===== config.mk =====
export PLATFORM = sky130hd
export DESIGN_NAME = pipe_stage_reg_flat
export DESIGN_NICKNAME = d
export VERILOG_FILES = /design/src/rtl/pipe_pkg.sv /design/src/rtl/pipe_stage_reg_if.sv /design/src/rtl/pipe_entry_reg.sv /design/src/rtl/pipe_stage_reg.sv /design/src/flat_wrapper.sv
export SDC_FILE = /design/constraint.sdc
export NUM_CORES = 1
export LEC_CHECK = 0
export ABC_AREA = 0
export CELL_PAD_IN_SITES_DETAIL_PLACEMENT = 1
export CELL_PAD_IN_SITES_GLOBAL_PLACEMENT = 2
export CORE_AREA = 2 2 210 212
export DETAILED_ROUTE_END_ITERATION = 7
export DIE_AREA = 0 0 212 214
export PLACE_DENSITY = 0.75
export SLEW_MARGIN = 20
export SYNTH_ARGS = -nofsm -noshare
export SYNTH_HDL_FRONTEND = slang
export SYNTH_SLANG_ARGS = --single-unit

===== constraint.sdc =====
create_clock -name clk -period 2.1 [get_ports clk]
set_clock_uncertainty 0.05 [all_clocks]
set_input_delay 0.21 -clock clk [delete_from_list [all_inputs] [get_ports clk]]
set_output_delay 0.21 -clock clk [all_outputs]
set_load 0.05 [all_outputs]

===== src/rtl/pipe_pkg.sv =====
// Shared definitions for the generic pipeline-stage register: default widths,
// occupancy state encoding and the stall-counter saturation source value.
package pipe_pkg;

  localparam int unsigned CTRL_W_DEF = 8;
  localparam int unsigned DATA_W_DEF = 128;
  localparam int unsigned CNT_W_DEF  = 16;
  localparam int unsigned CNT_W_MAX  = 64;

  // Occupancy state; the encoding equals the number of entries held.
  typedef enum logic [1:0] {
    ST_EMPTY = 2'd0,
    ST_ONE   = 2'd1,
    ST_TWO   = 2'd2
  } occ_state_e;

  // All-ones source; truncated to CNT_W to form the saturation value.
  localparam logic [CNT_W_MAX-1:0] CNT_SAT_ALL = '1;

endpackage


===== src/rtl/pipe_stage_reg_if.sv =====
// Valid/ready handshake bundle carrying one control and one data payload.
//   master: drives valid, ctrl, data; samples ready
//   slave : samples valid, ctrl, data; drives ready
interface pipe_stage_reg_if #(
  parameter int unsigned CTRL_W = 8,
  parameter int unsigned DATA_W = 128
) ();

  logic              valid;
  logic              ready;
  logic [CTRL_W-1:0] ctrl;
  logic [DATA_W-1:0] data;

  modport master (output valid, output ctrl, output data, input  ready);
  modport slave  (input  valid, input  ctrl, input  data, output ready);

endinterface


===== src/rtl/pipe_entry_reg.sv =====
// One pipeline entry: valid + ctrl + data register.
//   clk, rst     : clock, synchronous active-high reset (zeroes everything)
//   load         : capture in_ctrl/in_data and mark valid
//   clear_ctrl   : invalidate and zero ctrl (bubble); data is kept
//   in_ctrl/data : payload to capture
//   valid/ctrl/data : registered entry contents
module pipe_entry_reg
  import pipe_pkg::*;
#(
  parameter int unsigned CTRL_W = CTRL_W_DEF,
  parameter int unsigned DATA_W = DATA_W_DEF
) (
  input  logic              clk,
  input  logic              rst,
  input  logic              load,
  input  logic              clear_ctrl,
  input  logic [CTRL_W-1:0] in_ctrl,
  input  logic [DATA_W-1:0] in_data,
  output logic              valid,
  output logic [CTRL_W-1:0] ctrl,
  output logic [DATA_W-1:0] data
);

  // Bubble beats load so a flush can never be overridden by a capture.
  always_ff @(posedge clk) begin
    if (rst) begin
      valid <= 1'b0;
      ctrl  <= '0;
      data  <= '0;
    end else if (clear_ctrl) begin
      valid <= 1'b0;
      ctrl  <= '0;
    end else if (load) begin
      valid <= 1'b1;
      ctrl  <= in_ctrl;
      data  <= in_data;
    end
  end

endmodule


===== src/rtl/pipe_stage_reg.sv =====
// Generic pipeline-stage register with valid/ready handshake, stall, flush,
// optional 2-entry skid buffer and a saturating stall-cycle counter.
//   clk, rst     : clock, synchronous active-high reset
//   stall        : freeze the stage (no transfer on either side)
//   flush        : drop all held entries (bubble)
//   in_bus       : upstream handshake (slave side)
//   out_bus      : downstream handshake (master side)
//   occupancy    : entries held (0..2)
//   stall_cycles : saturating count of stalled cycles with occupancy > 0
module pipe_stage_reg
  import pipe_pkg::*;
#(
  parameter int unsigned CTRL_W = CTRL_W_DEF,
  parameter int unsigned DATA_W = DATA_W_DEF,
  parameter int unsigned SKID   = 1,
  parameter int unsigned CNT_W  = CNT_W_DEF
) (
  input  logic             clk,
  input  logic             rst,
  input  logic             stall,
  input  logic             flush,
  pipe_stage_reg_if.slave  in_bus,
  pipe_stage_reg_if.master out_bus,
  output logic [1:0]       occupancy,
  output logic [CNT_W-1:0] stall_cycles
);

  localparam logic [CNT_W-1:0] CNT_SAT = CNT_W'(CNT_SAT_ALL);

  logic              main_valid, skid_valid;
  logic [CTRL_W-1:0] main_ctrl, skid_ctrl, main_ld_ctrl;
  logic [DATA_W-1:0] main_data, skid_data, main_ld_data;
  logic              in_fire, out_fire;
  logic              main_load, main_from_skid, main_clear;
  logic              skid_load, skid_clear;
  occ_state_e        state;

  // The skid entry is only ever valid while the main entry is.
  always_comb begin
    state = ST_EMPTY;
    if (skid_valid)      state = ST_TWO;
    else if (main_valid) state = ST_ONE;
  end

  assign occupancy = 2'(state);

  // With the skid buffer, ready depends only on registered state and stall.
  assign in_bus.ready = ~rst & ~stall &
                        ((SKID != 0) ? ~skid_valid : (~main_valid | out_bus.ready));

  assign out_bus.valid = main_valid & ~stall;
  assign out_bus.ctrl  = out_bus.valid ? main_ctrl : '0;
  assign out_bus.data  = main_data;

  assign in_fire  = in_bus.valid & in_bus.ready;
  assign out_fire = out_bus.valid & out_bus.ready;

  // Entry load/clear decisions from occupancy and the two fires.
  always_comb begin
    main_load      = 1'b0;
    main_from_skid = 1'b0;
    main_clear     = 1'b0;
    skid_load      = 1'b0;
    skid_clear     = 1'b0;
    if (flush) begin
      main_clear = 1'b1;
      skid_clear = 1'b1;
    end else begin
      case (state)
        ST_EMPTY: begin
          if (in_fire) main_load = 1'b1;
        end
        ST_ONE: begin
          if (in_fire && out_fire) main_load  = 1'b1;
          else if (in_fire)        skid_load  = (SKID != 0);
          else if (out_fire)       main_clear = 1'b1;
        end
        ST_TWO: begin
          if (out_fire) begin
            main_load      = 1'b1;
            main_from_skid = 1'b1;
            skid_clear     = 1'b1;
          end
        end
        default: ;
      endcase
    end
  end

  assign main_ld_ctrl = main_from_skid ? skid_ctrl : in_bus.ctrl;
  assign main_ld_data = main_from_skid ? skid_data : in_bus.data;

  pipe_entry_reg #(.CTRL_W(CTRL_W), .DATA_W(DATA_W)) u_main (
    .clk        (clk),
    .rst        (rst),
    .load       (main_load),
    .clear_ctrl (main_clear),
    .in_ctrl    (main_ld_ctrl),
    .in_data    (main_ld_data),
    .valid      (main_valid),
    .ctrl       (main_ctrl),
    .data       (main_data)
  );

  if (SKID != 0) begin : g_skid
    pipe_entry_reg #(.CTRL_W(CTRL_W), .DATA_W(DATA_W)) u_skid (
      .clk        (clk),
      .rst        (rst),
      .load       (skid_load),
      .clear_ctrl (skid_clear),
      .in_ctrl    (in_bus.ctrl),
      .in_data    (in_bus.data),
      .valid      (skid_valid),
      .ctrl       (skid_ctrl),
      .data       (skid_data)
    );
  end else begin : g_no_skid
    logic unused_skid;
    assign unused_skid = skid_load | skid_clear;
    assign skid_valid  = 1'b0;
    assign skid_ctrl   = '0;
    assign skid_data   = '0;
  end

  // Saturating stall counter; never wraps.
  always_ff @(posedge clk) begin
    if (rst) begin
      stall_cycles <= '0;
    end else if (stall && (state != ST_EMPTY) && (stall_cycles != CNT_SAT)) begin
      stall_cycles <= stall_cycles + CNT_W'(1);
    end
  end

endmodule

===== src/flat_wrapper.sv =====
// flat-port wrapper written by rule: the top's interface ports become plain ports
module pipe_stage_reg_flat import pipe_pkg::*;
#(
  parameter int unsigned CTRL_W = CTRL_W_DEF,
  parameter int unsigned DATA_W = DATA_W_DEF,
  parameter int unsigned SKID   = 1,
  parameter int unsigned CNT_W  = CNT_W_DEF
)
  (clk, rst, stall, flush, occupancy, stall_cycles, in_bus_valid, in_bus_ctrl, in_bus_data, in_bus_ready, out_bus_valid, out_bus_ctrl, out_bus_data, out_bus_ready);
  pipe_stage_reg_if #(.CTRL_W(CTRL_W), .DATA_W(DATA_W)) in_bus_i ();
  pipe_stage_reg_if #(.CTRL_W(CTRL_W), .DATA_W(DATA_W)) out_bus_i ();
  input  logic clk;
  input  logic rst;
  input  logic stall;
  input  logic flush;
  output logic [1:0] occupancy;
  output logic [CNT_W-1:0] stall_cycles;
  input wire logic [$bits(in_bus_i.valid)-1:0] in_bus_valid;
  input wire logic [$bits(in_bus_i.ctrl)-1:0] in_bus_ctrl;
  input wire logic [$bits(in_bus_i.data)-1:0] in_bus_data;
  output wire logic [$bits(in_bus_i.ready)-1:0] in_bus_ready;
  output wire logic [$bits(out_bus_i.valid)-1:0] out_bus_valid;
  output wire logic [$bits(out_bus_i.ctrl)-1:0] out_bus_ctrl;
  output wire logic [$bits(out_bus_i.data)-1:0] out_bus_data;
  input wire logic [$bits(out_bus_i.ready)-1:0] out_bus_ready;
  assign in_bus_i.valid = in_bus_valid;
  assign in_bus_i.ctrl = in_bus_ctrl;
  assign in_bus_i.data = in_bus_data;
  assign in_bus_ready = in_bus_i.ready;
  assign out_bus_valid = out_bus_i.valid;
  assign out_bus_ctrl = out_bus_i.ctrl;
  assign out_bus_data = out_bus_i.data;
  assign out_bus_i.ready = out_bus_ready;
  pipe_stage_reg #(.CTRL_W(CTRL_W), .DATA_W(DATA_W), .SKID(SKID), .CNT_W(CNT_W)) u_core (.clk(clk), .rst(rst), .stall(stall), .flush(flush), .in_bus(in_bus_i), .out_bus(out_bus_i), .occupancy(occupancy), .stall_cycles(stall_cycles));
endmodule

; After elaboration in Yosys (flattened, before gate mapping)
; Cells that the tools add are included.
; Widths: inputs -> output; s select.
[word_totals]
register_bits = 290
input_bits = 142
output_inout_bits = 156
elab_cells = 50
[op_classes]
n_addsub = 1
eq_ne = 3
mux = 20
n_bitwise = 10
reduce_logical = 9
[ops]
columns = operator, n
row1 = $mux 128, 1
row2 = $add 16x1->16 const B, 1
row3 = $mux 8, 2
row4 = $ne 16x16->1 const B, 1
row5 = $mux 1, 15
row6 = $and 1x1->1, 5
row7 = $not 1->1, 5
row8 = $reduce_and 2->1, 2
row9 = $reduce_or 2->1, 2
row10 = $logic_and 1x1->1, 3
row11 = $pmux 1 s3, 1
row12 = $eq 2x1->1 const B, 1
row13 = $eq 2x2->1 const B, 1
row14 = $logic_not 2->1, 1
row15 = $mux 2, 1
row16 = $reduce_bool 2->1, 1

; Logic depth before layout (Yosys ltp)
; Gate-level depths: netlist of the first run.
[logic_depth]
ltp_word = 10
ltp_mapped = 8
mapped_depth_nobuf = 5

; Modules after synthesis
; From an unflattened synthesis of the first run, not the netlist that was laid out.
[unflattened]
hier_cells = 1502
area_unflattened_um2 = 14808.0
[modules_own_cells]
columns = mod, n_inst, cells_per_inst, area_per_inst_um2, seq_area_each_um2
row1 = pipe_entry_reg, 2, 613, 6093.3, 2742.6
row2 = pipe_stage_reg, 1, 276, 2621.3, 320.3

; Worst setup path before layout of the first run
; Ideal clock, no wire load.
[synth_path]
path_kind = register -> register
start = reg u_core.stall_cycles[0]
end = reg u_core.stall_cycles[8]
setup_time_ns = 0.070
t_arrival_ns = 2.182
required_time_ns = 1.980
path_slack_ns = -0.203
path_stages_with_launch = 7
path_buffers = 1
synth_period_minus_slack_ns = 2.303
cell_sequence = dfxtp_1 ha_1 nand3_1 nor4_1 buf_2 o21ai_0 a21oi_1
[synth_via]
elab_chain_cells = 2
elab_cells_between_ends = 3
classes_between = 1 x add/sub / 1 x eq/ne / 1 x reduce/logical
[synth_rtl]
columns = element, line
row1 = "start, declared", pipe_stage_reg.sv:25  ; output logic [CNT_W-1:0] stall_cycles
row2 = "start signal, assigned", pipe_stage_reg.sv:130  ; stall_cycles <= stall_cycles + CNT_W'(1);
row3 = "parallel branches: the longest is 2 deep, another holds $add 16x1->16", -
; Parallel ways; which one is timed is not known.
; A chain may end at the register's enable or synchronous reset.

; Final worst setup path of the first run
[layout_path]
start = reg u_core.stall_cycles[14]
end = out stall_cycles[14]
[layout_rtl]
columns = element, line
row1 = "end, declared", flat_wrapper.sv:17  ; output logic [CNT_W-1:0] stall_cycles;
; No word-level cell between the ends.

==> impl_metrics.toml, run 1 <==
[cts]
root_buffer = "clkbuf_16"
hold_buffers = 0
numCtsBuffers = 36
insertion_delay_ns = 0.54
htree_levels = 2
clk_pin_slew_ns = 0.06
clock_tree.buffer_depth = 3
tritoncts = "done"
clkSinkCount = 290

[floorplanning]
core-area_mm2 = 0.04289
rows = 76
dieWidth_um = 212
initial_core_util_pct = 26.76
num_io_pins = 298
die_area_mm2 = 0.04537
fp.dieH_um = 214

[drt]
routed-wl-met3_um = 2294
routed.top_layer = "met5"
met2_length_um = 19540
dr.first_iter.drc_count = 603
wire_per_inst_um = 17.47
wl_met1_um = 18530
ant_nets = 0
drc = 0
first_pass_iters = 4
routed_wirelength_um = 41190
vias_per_cell = 4.792
num_vias = 11300

[synth]
synth_nets = 1617
synth_most_common_cell = "nand2_1"
yosysWarnings = 0
synth-seq-cells = 290
synth.avg_cell_area_um2 = 7.786
synth_common_cells = "nand2_1, dfxtp_1, a21oi_1"
synthesis.area_mm2 = 0.01148
synth-main-ff-cell = "dfxtp_1"
yosys-top-cells-area = "dfxtp_1, nand2_1, a311oi_1"
ys_seq_area_share_pct = 50.58
synth_top_area_share_pct = 50.58
synth-edff-count = 0
async_flop_share_pct = 0
yosysTopAreaCell = "dfxtp_1"
synthCells = 1474
synth.distinct_cells = 35

[power_and_ir_drop]
intPower_mw = 9.849
power_density_mw_per_mm2 = 779.6
ir_worst_vdd_mv = 0.5046
p_leak_nw = 5.734
switchingPower_mw = 3.187
seq_power_share_pct = 43.4
comb_power_share_pct = 9.4
pwr-share-clk_pct = 47.2
power_switching_share_pct = 24.45
power.total_mw = 13.04

[sta]
slew_headroom_pct = 37.71
tightest_slew_ns = 0.9343
fin_setup_tns_ns = 0
fin_crit_ns = 2.059
max_freq_mhz = 485.6
hold_violations = 0
setup-violations-final = 0
finalCritPeriodShare_pct = 98.07
slew_violations = 0

[setup_path]
critical_path_class = "register to output port"
path_depth = 1
cp_slowest_cell = "clkdlybuf4s50_1"
critPathBufInv = 1
cpPeakStageDelay_ns = 0.85
critical-path-top-delay-family = "buffers and inverters"
required_ns = 1.84
ff2ff_path_depth = 6
start_kind = "register"
crit_chain = "clkdlybuf4s50_1"
end_kind = "output port"
worstPathArrival_ns = 1.80
cp_max_fo = 5

[placement]
dpl.cell_count = 2298
gp_congestion = 0.7368
hpwl_um = 26850
place_area_mm2 = 0.01553
io_buffers = 297

[grt]
grt_max_degree = 167
grt_pass1_vias = 11600
antenna_found_initial = 2
grt_overflow = 0
grt_pass1_wl_um = 64930
grt_usage_pct = 17.91

[run]
drv_cap = 0

[layout]
nets = 1896
stdcell_count = 2358
multiInputGateArea_mm2 = 0.005092
drive_gt1_share_pct = 8.065
final_core_util_pct = 38.99
ff_latch_area_mm2 = 0.005811
area_growth_pct = 45.69
insertedDiodeCount = 0
fill_cells = 5066
finish.instance_area_mm2 = 0.01672

[hold_path]
hold_path_depth = 3
hold_path_class = "primary input to register"

[run_status]
status = "completed"
-- worst register-to-register path: stages, from the launching register on --
cell and delay, ns:
dfxtp_2 0.36, or2_2 0.33, a221oi_4 0.37, buf_12 0.21
buf_4 0.20, nor2_1 0.06, a311oi_1 0.31
-- sequential cells by signal, indices dropped and copies added, names as in the netlist --
register                    cells
u_core.g_skid.u_skid.data     128
u_core.u_main.data            128
u_core.stall_cycles            16
u_core.g_skid.u_skid.ctrl       8
u_core.u_main.ctrl              8
u_core.g_skid.u_skid.valid      1
u_core.u_main.valid             1
-- kinds of logic (layout without fill, tap and decap cells) --
family	after synthesis	after routing	share of synthesized area, %
flip-flops	290	290	50.58
adder cells (fa/ha/maj)	1	1	0.1090
buffers and inverters	128	427	5.375
AND/OR/NAND/NOR	748	748	25.73
AO/OA/AOI/OAI	307	307	18.21
-- layout make-up --
type	instances	share of cell area [%]
clock buffers	51	6.330
clock inverters	7	0.5462
well taps	585	4.377
multi-input cells	1056	30.45
repair buffers	364	23.43
inverters	5	0.1122
flip-flops and latches	290	34.75
-- stage by stage --
stage	worst slack [ns]	hold WS [ns]
finish	0.04054	0.1679
global route	-0.02620	0.2000
CTS	0.004609	0.1646
detailed placement	-0.3759	0.3970
global placement	-0.2543	0.3916
floorplan	0.04585	0.2960
-- power groups by stage --
stage	Clock (mW)	Combinational, mW	Sequential [mW]
after global routing	6.56	1.31	5.66
after global placement	0	1.21	5.78
after CTS	6.36	1.23	5.66
after detailed placement	0	1.23	5.78
final	6.15	1.23	5.66
after floorplan	0	0.305	6.07
-- timing repair --
action | in CTS | in global routing
endpoints found under the setup margin | 24 | 69
pin swaps | 0 | 1
gates resized for setup | 11 | 6
setup buffers | 0 | 1
cloned | 0 | 1
-- final timing paths --
kind                                 start                             to  slack (ns)
max                u_core.stall_cycles[14]               stall_cycles[14]        0.04
min                                    rst  u_core.g_skid.u_skid.data[85]        0.17
max reg2reg            u_core.u_main.valid         u_core.u_main.data[88]        0.10
min reg2reg  u_core.g_skid.u_skid.data[18]  u_core.g_skid.u_skid.data[18]        0.40
-- cells in the final DEF, fill, tap and decap left out, drive strengths merged, types with 2 or more instances in the layout --
cell and n:
a211oi 3, a21oi 149, a311oi 136, and2 8
and3 2, and4 2, buf 77, bufinv 2
clkbuf 53, clkdlybuf4s50 274, clkinv 4, dfxtp 290
dlygate4sd2 9, dlymetal6s2s 2, inv 6, nand2 551
nand2b 3, nand3 5, nand4 5, nor2 143
nor2b 2, nor3 3, nor4 3, o21ai 8
o31ai 7, or2 3, or3 8, or4 7
-- metal layers --
layer | vias to the layer above | GRT usage [%]
li1 | 5554 | -
met3 | 58 | 4.384
met1 | 5471 | 22.55
met5 | - | 0
met2 | 212 | 30.04
met4 | 4 | 5.423
Power figures use the tool's default switching activity.
==> inputs of run 2 (changes only) <==
Settings changed: PLACE_DENSITY 0.75 to 0.9.
==> impl_metrics.toml, run 2 (same netlist as run 1, synthesis figures left out) <==
[run_status]
status = "completed"

[layout]
area_growth_pct = 45.25
drive_gt1_share_pct = 8.005
top_regs = "u_core.g_skid.u_skid.data (128), u_core.u_main.data (128), u_core.stall_cycles (16)"
stdcell_count = 2360
nets = 1892
final_common_cell = "nand2_1"
finish.instance_area_mm2 = 0.01667
final_cell_mix = "nand2_1, dfxtp_1, clkdlybuf4s50_1"

[drt]
num_vias = 11390
first_pass_iters = 4
routed_wirelength_um = 39860
vias_per_cell = 4.827
dr.first_iter.drc_count = 669
ant_nets = 0
drc = 0
wire_per_inst_um = 16.89

[floorplanning]
core-area_mm2 = 0.04289
initial_core_util_pct = 26.76
rows = 76
num_io_pins = 298
die_area_mm2 = 0.04537
dieWidth_um = 212
fp.dieH_um = 214

[setup_path]
critPathBufInv = 1
ff2ff_path_depth = 6
critical-path-top-delay-family = "buffers and inverters"
cpPeakStageDelay_ns = 0.84
path_depth = 1
cp_slowest_cell = "clkdlybuf4s50_1"
end_kind = "output port"
crit_chain = "clkdlybuf4s50_1"
cp_max_fo = 5
start_kind = "register"
critical_path_class = "register to output port"
required_ns = 1.84
worstPathArrival_ns = 1.77

[sta]
slew_violations = 0
max_freq_mhz = 492.9
slew_headroom_pct = 21.46
finalCritPeriodShare_pct = 96.61
fin_hold_ws_ns = 0.2088
tightest_slew_ns = 1.178
setup-violations-final = 0
hold_violations = 0
fin_crit_ns = 2.029
rsz0062_at_grt = "true"

[cts]
htree_levels = 2
clkSinkCount = 290
hold_buffers = 0
clk_pin_slew_ns = 0.06
numCtsBuffers = 35
root_buffer = "clkbuf_16"
insertion_delay_ns = 0.52
tritoncts = "done"
clock_tree.buffer_depth = 3

[placement]
dpl.cell_count = 2297
hpwl_um = 26520
io_buffers = 297
place_area_mm2 = 0.01547
gp_congestion = 0.7802

[grt]
antenna_found_initial = 2
grt_pass1_vias = 11790
grt_usage_pct = 17.48
grt_overflow = 0
grt_pass1_wl_um = 64240
grt_max_degree = 205

[power_and_ir_drop]
power.total_mw = 13.07
ir_worst_vdd_mv = 0.4136
power_density_mw_per_mm2 = 783.9
p_leak_nw = 5.781

[run]
drv_cap = 0

[hold_path]
hold_path_depth = 3
hold_path_class = "primary input to register"
[run 2: cell count changes in the layout (fill, tap and decap cells not counted), moves of 2 or more]
cell	before	now
buf_12	36	29
dlymetal6s2s_1	2	5
buf_16	0	2
buf_4	40	43
clkdlybuf4s50_1	274	271
clkinv_2	4	7
clkbuf_8	9	11
[run 2: metal layers]
| metal | vias to the layer above | global-route usage (%) | share of wire [%] | wire length [µm] |
|---|---|---|---|---|
| met1 | 5526 | 21.39 | 43 | 17340 |
| met5 | - | 0 | 0.033 | 13 |
| met2 | 244 | 29.39 | 48 | 18990 |
| li1 | 5552 | - | - | - |
| met4 | 2 | 6.174 | 2.5 | 1003 |
| met3 | 68 | 4.662 | 6.3 | 2508 |
[run 2: what timing repair did]
action / in CTS / in global routing
setup endpoints to repair: 14 / 8
setup buffers: 0 / 0
resized for setup: 11 / 7
[run 2: final cells by class]
type                    instances  area (µm²)
repair buffers                361        3835
flip-flops and latches        290        5809
well taps                     585       732.0
inverters                       5       18.77
diodes                          1       2.502
multi-input cells            1056        5092
clock inverters                 9       95.09
clock buffers                  53        1086
fillers                      5069       26220
[run 2: path summary, 6_finish.rpt]
check	endpoint	start	slack, ns
setup / recovery	stall_cycles[14]	u_core.stall_cycles[14]	0.07
hold / removal	u_core.stall_cycles[3]	rst	0.21
setup reg to reg	u_core.u_main.data[23]	u_core.u_main.valid	0.10
hold reg to reg	u_core.g_skid.u_skid.ctrl[0]	u_core.g_skid.u_skid.ctrl[0]	0.40
[run 2: worst min-delay path, stage by stage]
cell and delay (ns):
clkbuf_8 0.13, buf_12 0.21, a21oi_1 0.18
[run 2: power by group]
part | total (mW) | internal [mW] | switching, mW | leakage, nW
sequential | 5.66 | 5.60 | 0.0588 | 2.35
clock | 6.20 | 3.81 | 2.40 | 0.591
combinational | 1.21 | 0.511 | 0.697 | 2.84
[run 2: through the flow]
step           util [%]  setup TNS [ns]  setup WS, ns
5_1_grt           38.87        -0.01700      -0.01082
2_1_floorplan         -               0       0.04585
6_report          38.87               0       0.07124
4_1_cts           38.80               0      0.009891
3_3_place_gp      36.07          -33.03       -0.2410
3_5_place_dp      36.07          -46.96       -0.3208
==> inputs of run 3 (changes only) <==
Settings changed: SKIP_LAST_GASP set to 1.
==> results of run 3 <==
The final DEF is identical to that of run 2; final timing and power are the same.
